<file path="config.mk">
export PLATFORM = sky130hd
export DESIGN_NAME = vga_test_pattern_gen_flat
export DESIGN_NICKNAME = d
export VERILOG_FILES = /design/src/rtl/vga_test_pattern_gen_pkg.sv /design/src/rtl/vga_test_pattern_gen_if.sv /design/src/rtl/vga_test_pattern_gen_count.sv /design/src/rtl/vga_test_pattern_gen.sv /design/src/flat_wrapper.sv
export SDC_FILE = /design/constraint.sdc
export NUM_CORES = 1
export LEC_CHECK = 0
export BUFFER_PORTS_ARGS = -buffer_cell sky130_fd_sc_hd__buf_2
export CORE_ASPECT_RATIO = 1.1
export CORE_MARGIN = 3
export CORE_UTILIZATION = 30
export CTS_CLUSTER_DIAMETER = 200
export DETAILED_ROUTE_END_ITERATION = 7
export PLACE_DENSITY_LB_ADDON = 0.15
export REMOVE_ABC_BUFFERS = 1
export SLEW_MARGIN = 20
export SYNTH_ARGS = -nofsm -noshare
export SYNTH_HDL_FRONTEND = slang
export SYNTH_SLANG_ARGS = --single-unit
</file>
<file path="constraint.sdc">
create_clock -name i_Clk -period 6.2 [get_ports i_Clk]
set_input_delay 0.62 -clock i_Clk [delete_from_list [all_inputs] [get_ports i_Clk]]
set_output_delay 0.62 -clock i_Clk [all_outputs]
set_load 0.02 [all_outputs]
</file>
<file path="src/rtl/vga_test_pattern_gen_pkg.sv">
// Shared constants and helpers for the VGA test-pattern generator: 640x480 timing,
// pattern codes, moving-box direction encoding and the per-axis bounce step.
package vga_test_pattern_gen_pkg;

    localparam int CNT_W           = 10;
    localparam int PAT_W           = 3;
    localparam int VIDEO_WIDTH_C   = 3;
    localparam int TOTAL_COLS_C    = 800;
    localparam int TOTAL_ROWS_C    = 525;
    localparam int ACTIVE_COLS_C   = 640;
    localparam int ACTIVE_ROWS_C   = 480;
    localparam int CHECKER_LOG2_C  = 5;
    localparam int BOX_SIZE_C      = 32;

    localparam logic [PAT_W-1:0] PAT_BLACK   = 3'd0;
    localparam logic [PAT_W-1:0] PAT_RED     = 3'd1;
    localparam logic [PAT_W-1:0] PAT_WHITE   = 3'd2;
    localparam logic [PAT_W-1:0] PAT_CHECKER = 3'd3;
    localparam logic [PAT_W-1:0] PAT_BARS    = 3'd4;
    localparam logic [PAT_W-1:0] PAT_BOX     = 3'd5;

    // bit 0 set = moving left, bit 1 set = moving up
    typedef enum logic [1:0] {
        BOX_RIGHT_DOWN = 2'b00,
        BOX_LEFT_DOWN  = 2'b01,
        BOX_RIGHT_UP   = 2'b10,
        BOX_LEFT_UP    = 2'b11
    } box_dir_e;

    typedef struct packed {
        logic             back;
        logic [CNT_W-1:0] pos;
    } axis_step_t;

    function automatic axis_step_t axis_step(input logic [CNT_W-1:0] pos,
                                             input logic             back,
                                             input logic [CNT_W-1:0] hi);
        axis_step_t r;
        if (!back && (pos == hi)) begin
            r.back = 1'b1;
            r.pos  = pos - 10'd1;
        end else if (back && (pos == 10'd0)) begin
            r.back = 1'b0;
            r.pos  = pos + 10'd1;
        end else if (back) begin
            r.back = 1'b1;
            r.pos  = pos - 10'd1;
        end else begin
            r.back = 1'b0;
            r.pos  = pos + 10'd1;
        end
        return r;
    endfunction

endpackage

</file>
<file path="src/rtl/vga_test_pattern_gen_if.sv">
// Video bundle between the sync pulse generator, the pattern generator and the porch stage.
interface vga_test_pattern_gen_if #(parameter int VIDEO_WIDTH = 3);
    import vga_test_pattern_gen_pkg::*;

    logic                   i_HSync;
    logic                   i_VSync;
    logic [PAT_W-1:0]       i_Pattern;
    logic                   o_HSync;
    logic                   o_VSync;
    logic [VIDEO_WIDTH-1:0] o_Red_Video;
    logic [VIDEO_WIDTH-1:0] o_Grn_Video;
    logic [VIDEO_WIDTH-1:0] o_Blu_Video;
    logic                   o_Frame_Start;

    modport master (
        output i_HSync, i_VSync, i_Pattern,
        input  o_HSync, o_VSync, o_Red_Video, o_Grn_Video, o_Blu_Video, o_Frame_Start
    );

    modport slave (
        input  i_HSync, i_VSync, i_Pattern,
        output o_HSync, o_VSync, o_Red_Video, o_Grn_Video, o_Blu_Video, o_Frame_Start
    );
endinterface

</file>
<file path="src/rtl/vga_test_pattern_gen_count.sv">
// Stage 1: rebuilds col/row from raw syncs. A VSync rise re-zeroes the counters and
// locks; syncs are delayed one clock so they line up with the counts.
module vga_test_pattern_gen_count
    import vga_test_pattern_gen_pkg::*;
#(
    parameter int TOTAL_COLS = TOTAL_COLS_C,
    parameter int TOTAL_ROWS = TOTAL_ROWS_C
) (
    input  logic             i_Clk,
    input  logic             i_Rst_L,
    input  logic             i_HSync,
    input  logic             i_VSync,
    output logic [CNT_W-1:0] o_Col,
    output logic [CNT_W-1:0] o_Row,
    output logic             o_HSync,
    output logic             o_VSync,
    output logic             o_Locked,
    output logic             o_Rise,
    output logic             o_Col_Clr
);

    localparam logic [CNT_W-1:0] COL_LAST = 10'(TOTAL_COLS - 1);
    localparam logic [CNT_W-1:0] ROW_LAST = 10'(TOTAL_ROWS - 1);

    logic vsync_prev_r;
    logic rise_s;
    logic col_wrap_s;

    assign rise_s     = i_VSync & ~vsync_prev_r;
    assign col_wrap_s = (o_Col == COL_LAST);
    assign o_Rise     = rise_s;
    assign o_Col_Clr  = rise_s | col_wrap_s;

    // Edge detect, counters, lock flag and sync delay. The previous-VSync flop resets
    // high so a reset released mid-frame waits for a genuine rise before re-locking.
    always_ff @(posedge i_Clk or negedge i_Rst_L) begin
        if (!i_Rst_L) begin
            vsync_prev_r <= 1'b1;
            o_Col        <= 10'd0;
            o_Row        <= 10'd0;
            o_HSync      <= 1'b0;
            o_VSync      <= 1'b0;
            o_Locked     <= 1'b0;
        end else begin
            vsync_prev_r <= i_VSync;
            o_HSync      <= i_HSync;
            o_VSync      <= i_VSync;
            if (rise_s) begin
                o_Col    <= 10'd0;
                o_Row    <= 10'd0;
                o_Locked <= 1'b1;
            end else if (col_wrap_s) begin
                o_Col <= 10'd0;
                o_Row <= (o_Row == ROW_LAST) ? 10'd0 : o_Row + 10'd1;
            end else begin
                o_Col <= o_Col + 10'd1;
            end
        end
    end

endmodule

</file>
<file path="src/rtl/vga_test_pattern_gen.sv">
// Test-pattern source: stage-1 counts, per-frame pattern latch, bar counter, bouncing
// box and a registered stage-2 colour mux, all aligned two clocks behind the input syncs.
module vga_test_pattern_gen
    import vga_test_pattern_gen_pkg::*;
#(
    parameter int VIDEO_WIDTH  = VIDEO_WIDTH_C,
    parameter int TOTAL_COLS   = TOTAL_COLS_C,
    parameter int TOTAL_ROWS   = TOTAL_ROWS_C,
    parameter int ACTIVE_COLS  = ACTIVE_COLS_C,
    parameter int ACTIVE_ROWS  = ACTIVE_ROWS_C,
    parameter int CHECKER_LOG2 = CHECKER_LOG2_C,
    parameter int BOX_SIZE     = BOX_SIZE_C
) (
    input  logic                  i_Clk,
    input  logic                  i_Rst_L,
    vga_test_pattern_gen_if.slave vid
);

    localparam logic [CNT_W-1:0]       ACT_COLS = 10'(ACTIVE_COLS);
    localparam logic [CNT_W-1:0]       ACT_ROWS = 10'(ACTIVE_ROWS);
    localparam logic [CNT_W-1:0]       BOX_W    = 10'(BOX_SIZE);
    localparam logic [CNT_W-1:0]       X_HI     = 10'(ACTIVE_COLS - BOX_SIZE);
    localparam logic [CNT_W-1:0]       Y_HI     = 10'(ACTIVE_ROWS - BOX_SIZE);
    localparam logic [CNT_W-1:0]       BAR_LAST = 10'(ACTIVE_COLS / 8 - 1);
    localparam logic [VIDEO_WIDTH-1:0] MAX_C    = {VIDEO_WIDTH{1'b1}};

    logic [CNT_W-1:0]       col_s, row_s;
    logic                   hs1_s, vs1_s, locked_s, rise_s, col_clr_s;
    logic [PAT_W-1:0]       pattern_r;
    logic                   fs1_r;
    logic [CNT_W-1:0]       bar_cnt_r;
    logic [2:0]             bar_idx_r;
    box_dir_e               box_state_r, box_state_n;
    logic [1:0]             box_dir_s;
    logic [CNT_W-1:0]       box_x_r, box_y_r, box_x_n, box_y_n;
    axis_step_t             x_step_s, y_step_s;
    logic                   box_in_s;
    logic [VIDEO_WIDTH-1:0] red_s, grn_s, blu_s;

    vga_test_pattern_gen_count #(
        .TOTAL_COLS (TOTAL_COLS),
        .TOTAL_ROWS (TOTAL_ROWS)
    ) u_count (
        .i_Clk     (i_Clk),
        .i_Rst_L   (i_Rst_L),
        .i_HSync   (vid.i_HSync),
        .i_VSync   (vid.i_VSync),
        .o_Col     (col_s),
        .o_Row     (row_s),
        .o_HSync   (hs1_s),
        .o_VSync   (vs1_s),
        .o_Locked  (locked_s),
        .o_Rise    (rise_s),
        .o_Col_Clr (col_clr_s)
    );

    // Pattern latch, frame-start flag and bar sub-counter kept in step with stage-1 col
    always_ff @(posedge i_Clk or negedge i_Rst_L) begin
        if (!i_Rst_L) begin
            pattern_r <= PAT_BLACK;
            fs1_r     <= 1'b0;
            bar_cnt_r <= 10'd0;
            bar_idx_r <= 3'd0;
        end else begin
            fs1_r <= rise_s;
            if (rise_s) begin
                pattern_r <= vid.i_Pattern;
            end
            if (col_clr_s) begin
                bar_cnt_r <= 10'd0;
                bar_idx_r <= 3'd0;
            end else if (bar_cnt_r == BAR_LAST) begin
                bar_cnt_r <= 10'd0;
                bar_idx_r <= bar_idx_r + 3'd1;
            end else begin
                bar_cnt_r <= bar_cnt_r + 10'd1;
            end
        end
    end

    // Box FSM state register
    always_ff @(posedge i_Clk or negedge i_Rst_L) begin
        if (!i_Rst_L) begin
            box_state_r <= BOX_RIGHT_DOWN;
            box_x_r     <= 10'd0;
            box_y_r     <= 10'd0;
        end else begin
            box_state_r <= box_state_n;
            box_x_r     <= box_x_n;
            box_y_r     <= box_y_n;
        end
    end

    // Box FSM next state: one pixel per axis per frame start, bouncing at the edges
    always_comb begin
        box_dir_s = box_state_r;
        x_step_s  = axis_step(box_x_r, box_dir_s[0], X_HI);
        y_step_s  = axis_step(box_y_r, box_dir_s[1], Y_HI);
        if (rise_s) begin
            box_state_n = box_dir_e'({y_step_s.back, x_step_s.back});
            box_x_n     = x_step_s.pos;
            box_y_n     = y_step_s.pos;
        end else begin
            box_state_n = box_state_r;
            box_x_n     = box_x_r;
            box_y_n     = box_y_r;
        end
    end

    // Box FSM output: current stage-1 pixel lies inside the box
    always_comb begin
        if ((col_s >= box_x_r) && (col_s < box_x_r + BOX_W) &&
            (row_s >= box_y_r) && (row_s < box_y_r + BOX_W)) begin
            box_in_s = 1'b1;
        end else begin
            box_in_s = 1'b0;
        end
    end

    // Colour selection for the stage-1 pixel; blanking and unlocked both give black
    always_comb begin
        red_s = '0;
        grn_s = '0;
        blu_s = '0;
        if (locked_s && (col_s < ACT_COLS) && (row_s < ACT_ROWS)) begin
            case (pattern_r)
                PAT_BLACK: begin
                    red_s = '0;
                end
                PAT_RED: begin
                    red_s = MAX_C;
                end
                PAT_WHITE: begin
                    red_s = MAX_C;
                    grn_s = MAX_C;
                    blu_s = MAX_C;
                end
                PAT_CHECKER: begin
                    if (col_s[CHECKER_LOG2] ^ row_s[CHECKER_LOG2]) begin
                        red_s = MAX_C;
                        grn_s = MAX_C;
                        blu_s = MAX_C;
                    end else begin
                        red_s = '0;
                    end
                end
                PAT_BARS: begin
                    red_s = bar_idx_r[2] ? MAX_C : '0;
                    grn_s = bar_idx_r[1] ? MAX_C : '0;
                    blu_s = bar_idx_r[0] ? MAX_C : '0;
                end
                PAT_BOX: begin
                    if (box_in_s) begin
                        red_s = MAX_C;
                        grn_s = MAX_C;
                        blu_s = MAX_C;
                    end else begin
                        red_s = '0;
                    end
                end
                default: begin
                    red_s = '0;
                end
            endcase
        end else begin
            red_s = '0;
        end
    end

    // Stage 2: registered outputs, two clocks behind the raw syncs
    always_ff @(posedge i_Clk or negedge i_Rst_L) begin
        if (!i_Rst_L) begin
            vid.o_HSync       <= 1'b0;
            vid.o_VSync       <= 1'b0;
            vid.o_Red_Video   <= '0;
            vid.o_Grn_Video   <= '0;
            vid.o_Blu_Video   <= '0;
            vid.o_Frame_Start <= 1'b0;
        end else begin
            vid.o_HSync       <= hs1_s;
            vid.o_VSync       <= vs1_s;
            vid.o_Red_Video   <= red_s;
            vid.o_Grn_Video   <= grn_s;
            vid.o_Blu_Video   <= blu_s;
            vid.o_Frame_Start <= fs1_r;
        end
    end

endmodule

</file>
<file path="src/flat_wrapper.sv">
// flat-port wrapper written by rule: the top's interface ports become plain ports
module vga_test_pattern_gen_flat import vga_test_pattern_gen_pkg::*;
#(
    parameter int VIDEO_WIDTH  = VIDEO_WIDTH_C,
    parameter int TOTAL_COLS   = TOTAL_COLS_C,
    parameter int TOTAL_ROWS   = TOTAL_ROWS_C,
    parameter int ACTIVE_COLS  = ACTIVE_COLS_C,
    parameter int ACTIVE_ROWS  = ACTIVE_ROWS_C,
    parameter int CHECKER_LOG2 = CHECKER_LOG2_C,
    parameter int BOX_SIZE     = BOX_SIZE_C
)
  (i_Clk, i_Rst_L, vid_i_HSync, vid_i_VSync, vid_i_Pattern, vid_o_HSync, vid_o_VSync, vid_o_Red_Video, vid_o_Grn_Video, vid_o_Blu_Video, vid_o_Frame_Start);
  vga_test_pattern_gen_if #(.VIDEO_WIDTH(VIDEO_WIDTH)) vid_i ();
  input  logic i_Clk;
  input  logic i_Rst_L;
  input wire logic [$bits(vid_i.i_HSync)-1:0] vid_i_HSync;
  input wire logic [$bits(vid_i.i_VSync)-1:0] vid_i_VSync;
  input wire logic [$bits(vid_i.i_Pattern)-1:0] vid_i_Pattern;
  output wire logic [$bits(vid_i.o_HSync)-1:0] vid_o_HSync;
  output wire logic [$bits(vid_i.o_VSync)-1:0] vid_o_VSync;
  output wire logic [$bits(vid_i.o_Red_Video)-1:0] vid_o_Red_Video;
  output wire logic [$bits(vid_i.o_Grn_Video)-1:0] vid_o_Grn_Video;
  output wire logic [$bits(vid_i.o_Blu_Video)-1:0] vid_o_Blu_Video;
  output wire logic [$bits(vid_i.o_Frame_Start)-1:0] vid_o_Frame_Start;
  assign vid_i.i_HSync = vid_i_HSync;
  assign vid_i.i_VSync = vid_i_VSync;
  assign vid_i.i_Pattern = vid_i_Pattern;
  assign vid_o_HSync = vid_i.o_HSync;
  assign vid_o_VSync = vid_i.o_VSync;
  assign vid_o_Red_Video = vid_i.o_Red_Video;
  assign vid_o_Grn_Video = vid_i.o_Grn_Video;
  assign vid_o_Blu_Video = vid_i.o_Blu_Video;
  assign vid_o_Frame_Start = vid_i.o_Frame_Start;
  vga_test_pattern_gen #(.VIDEO_WIDTH(VIDEO_WIDTH), .TOTAL_COLS(TOTAL_COLS), .TOTAL_ROWS(TOTAL_ROWS), .ACTIVE_COLS(ACTIVE_COLS), .ACTIVE_ROWS(ACTIVE_ROWS), .CHECKER_LOG2(CHECKER_LOG2), .BOX_SIZE(BOX_SIZE)) u_core (.i_Clk(i_Clk), .i_Rst_L(i_Rst_L), .vid(vid_i));
endmodule
</file>
==> results of run 1 <==
[routing by layer]
metal	share of wire [%]	vias to the layer above	global-route usage (%)
li1	-	1684	-
met1	47	1602	17.1
met2	48	40	21.1
met3	2.5	17	2.65
met4	2.4	0	5.73
met5	0	-	0
[how the worst min path moves through the flow]
stage / from / end / slack, ps / cells past startpoint
final: u_core.fs1_r$_DFF_PN0_ / u_core.vid.o_Frame_Start$_DFF_PN0_ / 350 / 0
after global routing: u_core.fs1_r$_DFF_PN0_ / u_core.vid.o_Frame_Start$_DFF_PN0_ / 350 / 0
after CTS: u_core.fs1_r$_DFF_PN0_ / u_core.vid.o_Frame_Start$_DFF_PN0_ / 350 / 0
after detailed placement: u_core.fs1_r$_DFF_PN0_ / u_core.vid.o_Frame_Start$_DFF_PN0_ / 330 / 0
after global placement: u_core.fs1_r$_DFF_PN0_ / u_core.vid.o_Frame_Start$_DFF_PN0_ / 330 / 0
after floorplan: i_Rst_L / u_core.bar_cnt_r[0]$_DFF_PN0_ / 320 / 0
[cells in the final DEF (no fill, tap or decap), drive strengths merged, types with 10 or more instances in the layout]
| cell | Yosys | final |
|---|---|---|
| xnor2 | 32 | 32 |
| dfrtp | 68 | 68 |
| inv | 29 | 29 |
| clkbuf | 5 | 10 |
| nor3 | 12 | 12 |
| nor2 | 44 | 44 |
| buf | 14 | 20 |
| a21oi | 17 | 17 |
| nand4 | 16 | 16 |
| o21ai | 27 | 27 |
| xor2 | 12 | 12 |
| ha | 43 | 43 |
| nand3 | 22 | 22 |
| nand2 | 43 | 43 |
[logic make-up (layout without fill, tap and decap cells)]
kind of cell / Yosys count / in the layout / synth area share (%)
simple gates: 183 / 183 / 21.1
compound gates: 84 / 84 / 13.2
xor+xnor: 44 / 44 / 8.75
fa+ha+maj: 43 / 43 / 12.2
mux: 1 / 1 / 0.227
flops: 69 / 69 / 39.2
buf+inv: 48 / 65 / 5.23
[layout make-up]
class | instances | area, um^2 | area share (%)
Multi-Input combinational cell | 355 | 2450 | 50.0
Sequential cell | 69 | 1730 | 35.3
Tap cell | 188 | 235 | 4.81
Clock buffer | 10 | 229 | 4.68
Inverter | 29 | 109 | 2.22
Timing Repair Buffer | 20 | 108 | 2.20
Clock inverter | 6 | 40.0 | 0.818
[per-stage QoR]
stage / hold WS (ps) / std cells / setup WS (ps) / power (mW) / area (um^2)
2_1_floorplan: 324 / 453 / 3600 / 1.09 / 4280
3_3_place_gp: 334 / 661 / 3680 / 1.25 / 4630
3_5_place_dp: 335 / 661 / 3640 / 1.26 / 4630
4_1_cts: 347 / 677 / 3720 / 1.75 / 4890
5_1_grt: 352 / 677 / 3550 / 1.87 / 4890
6_report: 345 / 677 / 3670 / 1.72 / 4890
[power groups by stage]
stage               Clock [mW]  Sequential (mW)  Combinational [mW]
floorplan                    0            0.657               0.429
global placement             0            0.684               0.563
detailed placement           0            0.685               0.573
CTS                      0.492            0.678               0.580
global route             0.505            0.695               0.665
finish                   0.476            0.678               0.570
[sequential cells by signal, summed over array words and instances (netlist names)]
| signal | cells |
|---|---|
| u_core.vid.o_Blu_Video | 1 |
| u_core.bar_cnt_r | 10 |
| u_core.box_y_r | 10 |
| u_core.u_count.o_HSync | 1 |
| u_core.u_count.vsync_prev_r | 1 |
| u_core.vid.o_VSync | 1 |
| u_core.pattern_r | 3 |
| u_core.u_count.o_Locked | 1 |
| u_core.u_count.o_VSync | 1 |
| u_core.box_dir_s | 2 |
| u_core.u_count.o_Col | 10 |
| u_core.vid.o_Grn_Video | 1 |
| u_core.bar_idx_r | 3 |
| u_core.fs1_r | 1 |
| u_core.vid.o_Frame_Start | 1 |
| u_core.vid.o_Red_Video | 1 |
| u_core.vid.o_HSync | 1 |
| u_core.u_count.o_Row | 10 |
| u_core.box_x_r | 10 |
[worst reg2reg max path, cell delays in order, from the launching register on]
cell	delay [ps]
sky130_fd_sc_hd__dfrtp_1	450
sky130_fd_sc_hd__inv_1	130
sky130_fd_sc_hd__ha_1	200
sky130_fd_sc_hd__nor3b_2	330
sky130_fd_sc_hd__nand4_1	300
sky130_fd_sc_hd__a22oi_4	490
sky130_fd_sc_hd__nor2b_1	230
sky130_fd_sc_hd__o21ai_1	120
sky130_fd_sc_hd__xnor2_1	170
==> results.yml, run 1 <==
status:
  outcome: "complete, no violations"
worst_setup_path:
  critPathMaxFanout: 15
  path_cells: "inv_1 -> ha_1 -> nor3b_2 -> nand4_1 -> a22oi_4 -> nor2b_1 -> o21ai_1 -> xnor2_1"
  crit_path_max_incr_delay_ps: 490
  regToRegStartpoint: "u_core.box_x_r[0]$_DFFE_PN0P_"
  critical_path_cell_count: 8
  critPathLaunchType: "register"
  last_element_of_the_critical_path: "u_core.box_x_r[4]$_DFFE_PN0P_"
  worst_path_dominant_cell_family: "simple AND/OR/NAND/NOR gates"
  worst-r2r-setup-slack_ps: 3670
  reg2reg_to: "u_core.box_x_r[4]$_DFFE_PN0P_"
  critPathLaunch: "u_core.box_x_r[0]$_DFFE_PN0P_"
  cp_endpoint_kind: "register"
  crit_required_ps: 6420
  critical_path_class: "reg2reg"
  cp_data_arrival_time_ps: 2750
  reg2regPathDepth: 8
  cp.buffers_inverters: 1
  slowest_cell_on_the_critical_path: "sky130_fd_sc_hd__a22oi_4"
routing:
  routed_via_density: 4.94
  wl_per_cell_um: 14.9
  first_iter_violations: 146
  drt-total-wl_mm: 10.1
  dr_total_vias: 3343
  antenna_violating_nets_post_route: 0
  number_of_iterations_in_the_first_detailed_routing_pass: 4
  drc: 0
floorplanning:
  die-area_mm2: 0.0162
  floorplan.rows: 45
  dieHeight_um: 133
  dieWidth_um: 122
  core_region_area_mm2: 0.0141
  floorplan.initialDensity_pct: 31.3
  ioPinCount: 19
power_and_ir_drop:
  p_clk_share_pct: 27.6
  power.switching_fraction_pct: 38.7
  p_switching_mw: 0.667
  internal-power_mw: 1.06
  comb_power_share_pct: 33.1
  pwr-share-seq_pct: 39.4
  power.ir.vdd_worst_uv: 213
  total_leakage_power_nw: 2.22
  power_density_mw_per_mm2: 352
layout:
  area.growth.synth_to_final_pct: 11.1
  layout.core_utilization_pct: 34.8
  final_nets: 534
  layout-drive-gt1-share_pct: 9.82
  fillerInstances: 1474
  num_antenna_cells: 0
synth:
  synth-edff-count: 0
  netlist_top_cells_area: "sky130_fd_sc_hd__dfrtp_1, sky130_fd_sc_hd__ha_1, sky130_fd_sc_hd__xnor2_1, sky130_fd_sc_hd__nor2_1, sky130_fd_sc_hd__nand2_1"
  ys_seq_area_share_pct: 39.2
  netlist_area_mm2: 0.00440
  most_repeated_cell_in_the_gate_level_netlist_after_synthesis: "sky130_fd_sc_hd__dfrtp_1"
  number_of_different_library_cells_in_the_post_synthesis_netlist: 63
  cell_type_with_the_largest_total_area_after_synthesis: "sky130_fd_sc_hd__dfrtp_1"
  postSynthCellCount: 472
  syn_area_per_cell_um2: 9.33
  synth-main-ff-cell: "sky130_fd_sc_hd__dfrtp_1"
  synth_commonest_cells: "sky130_fd_sc_hd__dfrtp_1, sky130_fd_sc_hd__nor2_1, sky130_fd_sc_hd__ha_1, sky130_fd_sc_hd__nand2_1, sky130_fd_sc_hd__xnor2_1"
  netlist.area_leader.share_pct: 38.6
  synth_seq_cells: 69
  synth_async_sr_flop_share_pct: 100
  synth_warnings: 0
clocking:
  clk_sink_count: 69
  cts.hold.buffers_added: 0
  postCtsResizedCells: 0
  cts-buffers-inserted: 9
  root_buffer: "sky130_fd_sc_hd__clkbuf_16"
  clock_insertion_delay_worst_skew_ps: 340
  clock_transition_at_path_regs_ps: 60
  buffers_inserted_during_post_cts_setup_optimization: 0
  h-tree-depth: 3
  number_of_buffers_between_clock_root_and_the_deepest_sink: 2
  cts_tree: "done"
timing:
  max_clock_freq_mhz: 395
  grt_setup_unrepaired: "false"
  timing.setup.tns_ps: 0
  maxSlewHeadroom_pct: 39.0
  max_slew.worst_pin.slew_ps: 916
  hold_viol: 0
  finalMaxSlewViolations: 0
  final_setup_skew_ps: 6.65
  final_worst_path_cycle_share_pct: 40.8
  final-setup-viol-count: 0
  post-route-min-period_ps: 2530
placed_design:
  dp_hpwl_mm: 7.20
  gp_congestion: 0.779
  numPortBuffers: 18
global_routing:
  antenna_found_initial: 0
  globalRouteOverflowTotal: 0
  grt_use_total_pct: 13.1
  grt_first_pass_wirelength_mm: 16.8
  grt_pass1_vias: 3282
  grt_max_degree: 70
worst_hold_path:
  hold_class: "reg2reg"
job:
  drv_cap: 0
(Power assumes the default switching activity.)
==> run 2: changes to the inputs <==
==> constraint.sdc (replaced) <==
create_clock -name i_Clk -period 2.4 [get_ports i_Clk]
set_input_delay 0.24 -clock i_Clk [delete_from_list [all_inputs] [get_ports i_Clk]]
set_output_delay 0.24 -clock i_Clk [all_outputs]
set_load 0.02 [all_outputs]
==> results.yml, run 2 (synthesized netlist as in run 1, its figures left out) <==
worst_setup_path:
  cp_data_arrival_time_ps: 2510
  path_cells: "ha_2 -> and3_4 -> xnor2_1 -> ha_1 -> a221oi_2 -> o2111ai_1 -> a21oi_1 -> o2111ai_2 -> a31oi_1"
  critPathMaxFanout: 3
  critPathLaunchType: "register"
  cp_endpoint_kind: "register"
  crit_path_max_incr_delay_ps: 380
  reg2regPathDepth: 9
  slowest_cell_on_the_critical_path: "sky130_fd_sc_hd__dfrtp_1"
  crit_required_ps: 2660
  critical_path_class: "reg2reg"
global_routing:
  globalRouteOverflowTotal: 0
  grt_max_degree: 41
  grt_use_total_pct: 13.4
  antenna_found_initial: 0
  grt_first_pass_wirelength_mm: 17.2
  grt_pass1_vias: 3479
routing:
  drc: 0
  antenna_violating_nets_post_route: 0
  number_of_iterations_in_the_first_detailed_routing_pass: 4
  wl_per_cell_um: 14.6
  drt-total-wl_mm: 10.3
  first_iter_violations: 167
  dr_total_vias: 3446
  routed_via_density: 4.90
layout:
  most_frequent_cells_in_the_layout: "sky130_fd_sc_hd__dfrtp_1, sky130_fd_sc_hd__nor2_1, sky130_fd_sc_hd__nand2_1"
  num_antenna_cells: 0
  area.growth.synth_to_final_pct: 19.1
  fillerInstances: 1440
  multiInputGateArea_mm2: 0.00252
  layout.cells.non_filler: 703
  final_design_area_no_fill_mm2: 0.00525
  final_nets: 560
  layout_commonest_cell: "sky130_fd_sc_hd__dfrtp_1"
  layout-drive-gt1-share_pct: 16.9
  final-seq-area_mm2: 0.00173
power_and_ir_drop:
  power_density_mw_per_mm2: 951
  power.ir.vdd_worst_uv: 403
  total_leakage_power_nw: 2.39
  post-layout-total-power_mw: 4.99
placed_design:
  placement.cell_area_mm2: 0.00478
  number_of_cells_after_detailed_placement: 680
  numPortBuffers: 18
  gp_congestion: 0.773
  dp_hpwl_mm: 7.49
clocking:
  clock_insertion_delay_worst_skew_ps: 340
  cts_tree: "done"
  cts-buffers-inserted: 9
  number_of_buffers_between_clock_root_and_the_deepest_sink: 2
  h-tree-depth: 3
  clock_transition_at_path_regs_ps: 60
  root_buffer: "sky130_fd_sc_hd__clkbuf_16"
  clk_sink_count: 69
timing:
  maxSlewHeadroom_pct: 63.7
  final_worst_path_cycle_share_pct: 94.1
  max_clock_freq_mhz: 443
  post-route-min-period_ps: 2260
  final-setup-viol-count: 0
  max_slew.worst_pin.slew_ps: 538
  final_setup_skew_ps: 9.99
  hold_viol: 0
  grt_setup_unrepaired: "true"
  finalMaxSlewViolations: 0
floorplanning:
  die-area_mm2: 0.0162
  floorplan.initialDensity_pct: 31.3
  dieHeight_um: 133
  floorplan.rows: 45
  core_region_area_mm2: 0.0141
  dieWidth_um: 122
  ioPinCount: 19
worst_hold_path:
  worst_hold_path.num_cells: 1
  hold_class: "in2reg"
job:
  drv_cap: 0
status:
  outcome: "complete, no violations"
-- run 2: cell types whose count changed in the layout (fill, tap and decap cells not counted), sizes merged --
cell         previous run  this run
bufinv                  0         2
buf                    20        44
dlygate4sd3             0         2
clkinvlp                1         0
clkbuf                 10         9
-- run 2: stage by stage --
step | setup TNS, ps | utilization (%) | hold slack [ps] | setup WS, ps
finish | 0 | 37.3 | 21.2 | 142
global route | -30.5 | 37.3 | 12.2 | -30.5
CTS | 0 | 36.4 | 4.88 | 49.9
detailed placement | 0 | 34.0 | 228 | 75.2
global placement | 0 | 34.0 | 227 | 135
floorplan | -1050 | - | -55.6 | -124
-- run 2: critical path: cells and delay by family (launching register included) --
family	cells	cell delay, ps
xor+xnor	1	120
simple gates	1	190
compound gates	5	960
flops	1	380
fa+ha+maj	2	530
-- run 2: layout make-up --
class	instances	share of cell area, %
clock buffer	9	4.29
clock inverter	7	1.91
inverter	29	2.08
multi-input combinational	355	48.1
sequential	69	33.0
tap	188	4.48
timing repair buffer	46	6.11
-- run 2: final timing paths --
path | from | to | slack, ps
setup reg to reg | u_core.box_x_r[5]$_DFFE_PN0P_ | u_core.vid.o_Blu_Video[1]$_DFF_PN0_ | 140
hold / removal | vid_i_VSync | u_core.u_count.vsync_prev_r$_DFF_PN1_ | 20
min in group asynchronous | i_Rst_L | u_core.box_x_r[0]$_DFFE_PN0P_ | 400
max in group asynchronous | i_Rst_L | u_core.u_count.o_Row[9]$_DFFE_PN0N_ | 1420
setup / recovery | u_core.box_x_r[5]$_DFFE_PN0P_ | u_core.vid.o_Blu_Video[1]$_DFF_PN0_ | 140
hold reg to reg | u_core.u_count.o_VSync$_DFF_PN0_ | u_core.vid.o_VSync$_DFF_PN0_ | 340
-- run 2: where the power goes --
group          switching (mW)  total, mW  internal, mW
Combinational           0.990       1.85         0.864
Clock                   0.540       1.45         0.914
Sequential              0.286       1.68          1.39
Total                    1.82       4.99          3.17
-- run 2: repair_timing --
| item | CTS | global route |
|---|---|---|
| endpoints found under the setup margin | 0 | 3 |
| hold buffers | 2 | 0 |
| resized for setup | 0 | 17 |
| buffers inserted | 0 | 5 |
| hold endpoints to repair | 29 | 0 |
-- run 2: per-layer routing --
metal | track usage [%] | share of wire, % | vias up | wire [um]
li1 | - | - | 1733 | -
met1 | 17.1 | 48 | 1661 | 4890
met2 | 22.1 | 48 | 41 | 4920
met3 | 3.85 | 3.0 | 11 | 308
met4 | 3.86 | 1.3 | 0 | 136
met5 | 0 | 0 | - | 0
==> run 3: changes to the inputs <==
==> constraint.sdc (replaced) <==
create_clock -name i_Clk -period 2.5 [get_ports i_Clk]
set_input_delay 0.25 -clock i_Clk [delete_from_list [all_inputs] [get_ports i_Clk]]
set_output_delay 0.25 -clock i_Clk [all_outputs]
set_load 0.02 [all_outputs]
==> results.yml, run 3 (synthesized netlist as in run 1, its figures left out) <==
status:
  outcome: "complete, no violations"
clocking:
  cts-buffers-inserted: 9
  clk_sink_count: 69
  number_of_buffers_between_clock_root_and_the_deepest_sink: 2
  clock_insertion_delay_worst_skew_ps: 340
  root_buffer: "sky130_fd_sc_hd__clkbuf_16"
  clock_transition_at_path_regs_ps: 60
  cts_tree: "done"
  h-tree-depth: 3
  buffers_inserted_during_post_cts_setup_optimization: 0
worst_setup_path:
  critical_path_class: "reg2reg"
  cp.buffers_inverters: 0
  crit_path_max_incr_delay_ps: 450
  reg2regPathDepth: 8
  cp_data_arrival_time_ps: 2580
  crit_required_ps: 2760
  regToRegStartpoint: "u_core.box_y_r[5]$_DFFE_PN0P_"
  worst-r2r-setup-slack_ps: 180
  slowest_cell_on_the_critical_path: "sky130_fd_sc_hd__dfrtp_2"
  worst_path_dominant_cell_family: "compound AO/OA/AOI/OAI gates"
  cp_endpoint_kind: "register"
  reg2reg_to: "u_core.vid.o_Grn_Video[1]$_DFF_PN0_"
  path_cells: "ha_1 -> xnor2_1 -> ha_1 -> a2111oi_0 -> o2111ai_1 -> a21oi_1 -> o2111ai_1 -> a31oi_1"
  critPathLaunchType: "register"
  critPathMaxFanout: 7
layout:
  most_frequent_cells_in_the_layout: "sky130_fd_sc_hd__dfrtp_1, sky130_fd_sc_hd__nor2_1, sky130_fd_sc_hd__nand2_1, sky130_fd_sc_hd__ha_1, sky130_fd_sc_hd__xnor2_1"
  layout.core_utilization_pct: 35.8
  layout.cells.non_filler: 689
  layout-drive-gt1-share_pct: 12.4
  fillerInstances: 1466
  area.growth.synth_to_final_pct: 14.6
  layout_commonest_cell: "sky130_fd_sc_hd__dfrtp_1"
  final_nets: 546
  num_antenna_cells: 0
global_routing:
  grt_pass1_vias: 3429
  grt_max_degree: 70
  grt_first_pass_wirelength_mm: 17.3
  grt_use_total_pct: 13.5
  antenna_found_initial: 0
  globalRouteOverflowTotal: 0
timing:
  timing.setup.tns_ps: 0
  final-setup-viol-count: 0
  final_setup_skew_ps: 3.44
  max_slew.worst_pin.slew_ps: 897
  finalHoldWorstSlack_ps: 30.6
  max_clock_freq_mhz: 430
  post-route-min-period_ps: 2320
  grt_setup_unrepaired: "false"
  final_worst_path_cycle_share_pct: 93.0
  finalMaxSlewViolations: 0
  hold_viol: 0
  maxSlewHeadroom_pct: 40.2
placed_design:
  numPortBuffers: 18
  dp_hpwl_mm: 7.26
  gp_congestion: 0.781
  number_of_cells_after_detailed_placement: 672
power_and_ir_drop:
  power_density_mw_per_mm2: 906
  comb_power_share_pct: 34.1
  total_leakage_power_nw: 2.30
  p_switching_mw: 1.65
  internal-power_mw: 2.92
  pwr-share-seq_pct: 35.6
  p_clk_share_pct: 30.4
  power.switching_fraction_pct: 36.1
  power.ir.vdd_worst_uv: 524
floorplanning:
  ioPinCount: 19
  dieHeight_um: 133
  dieWidth_um: 122
  floorplan.initialDensity_pct: 31.3
  floorplan.rows: 45
  die-area_mm2: 0.0162
  core_region_area_mm2: 0.0141
routing:
  drt-total-wl_mm: 10.1
  routed_via_density: 4.92
  dr_total_vias: 3387
  first_iter_violations: 228
  antenna_violating_nets_post_route: 0
  wl_per_cell_um: 14.7
  drc: 0
  number_of_iterations_in_the_first_detailed_routing_pass: 5
worst_hold_path:
  worst_hold_path.num_cells: 1
  worst_hold_startpoint: "vid_i_VSync"
  min_to: "u_core.u_count.vsync_prev_r$_DFF_PN1_"
  hold_class: "in2reg"
job:
  drv_cap: 0
## run 3: metal layers
metal / up-vias / global-route usage [%] / wire, um
met4: 0 / 3.36 / 106
met5: - / 0 / 0
li1: 1716 / - / -
met3: 11 / 3.89 / 293
met2: 42 / 22.7 / 4890
met1: 1618 / 16.9 / 4820
## run 3: timing repair
item	CTS	global route
resized for setup	0	2
hold endpoints to repair	0	1
endpoints found under the setup margin	0	3
hold buffers	0	1
## run 3: worst max-delay path by stage
stage	from	end	cells past startpoint
4_1_cts	u_core.box_y_r[5]$_DFFE_PN0P_	u_core.vid.o_Grn_Video[1]$_DFF_PN0_	10
3_5_place_dp	u_core.box_y_r[5]$_DFFE_PN0P_	u_core.vid.o_Grn_Video[1]$_DFF_PN0_	10
2_1_floorplan	u_core.u_count.vsync_prev_r$_DFF_PN1_	u_core.bar_cnt_r[3]$_DFF_PN0_	5
5_1_grt	u_core.box_x_r[0]$_DFFE_PN0P_	u_core.box_x_r[8]$_DFFE_PN0P_	8
3_3_place_gp	u_core.box_y_r[5]$_DFFE_PN0P_	u_core.vid.o_Blu_Video[1]$_DFF_PN0_	8
6_report	u_core.box_y_r[5]$_DFFE_PN0P_	u_core.vid.o_Grn_Video[1]$_DFF_PN0_	8
## run 3: layout make-up
| cell class | instances | area (um^2) | area share, % |
|---|---|---|---|
| clock buffer | 10 | 239 | 4.74 |
| tap | 188 | 235 | 4.66 |
| multi-input combinational | 355 | 2450 | 48.5 |
| inverter | 29 | 109 | 2.16 |
| clock inverter | 6 | 86.3 | 1.71 |
| sequential | 69 | 1730 | 34.3 |
| timing repair buffer | 32 | 200 | 3.97 |
## run 3: power groups by stage
stage	Combinational (mW)	Clock, mW	Sequential [mW]
finish	1.56	1.39	1.63
global route	1.78	1.48	1.67
CTS	1.58	1.44	1.62
detailed placement	1.56	0	1.64
global placement	1.52	0	1.64
floorplan	1.06	0	1.63
## run 3: through the flow
step                      worst slack (ps)  area (um^2)  power, mW
final                                  176         5050       4.57
after global routing                  6.58         5050       4.93
after CTS                              118         5030       4.63
after detailed placement               152         4710       3.19
after global placement                 223         4710       3.16
after floorplan                      -24.1         4280       2.69
## run 3: worst reg2reg max path: stages, from the launching register on
cell                        delay (ps)
sky130_fd_sc_hd__dfrtp_2           450
sky130_fd_sc_hd__ha_1              260
sky130_fd_sc_hd__xnor2_1           140
sky130_fd_sc_hd__ha_1              290
sky130_fd_sc_hd__a2111oi_0         420
sky130_fd_sc_hd__o2111ai_1         160
sky130_fd_sc_hd__a21oi_1           140
sky130_fd_sc_hd__o2111ai_1         180
sky130_fd_sc_hd__a31oi_1           190
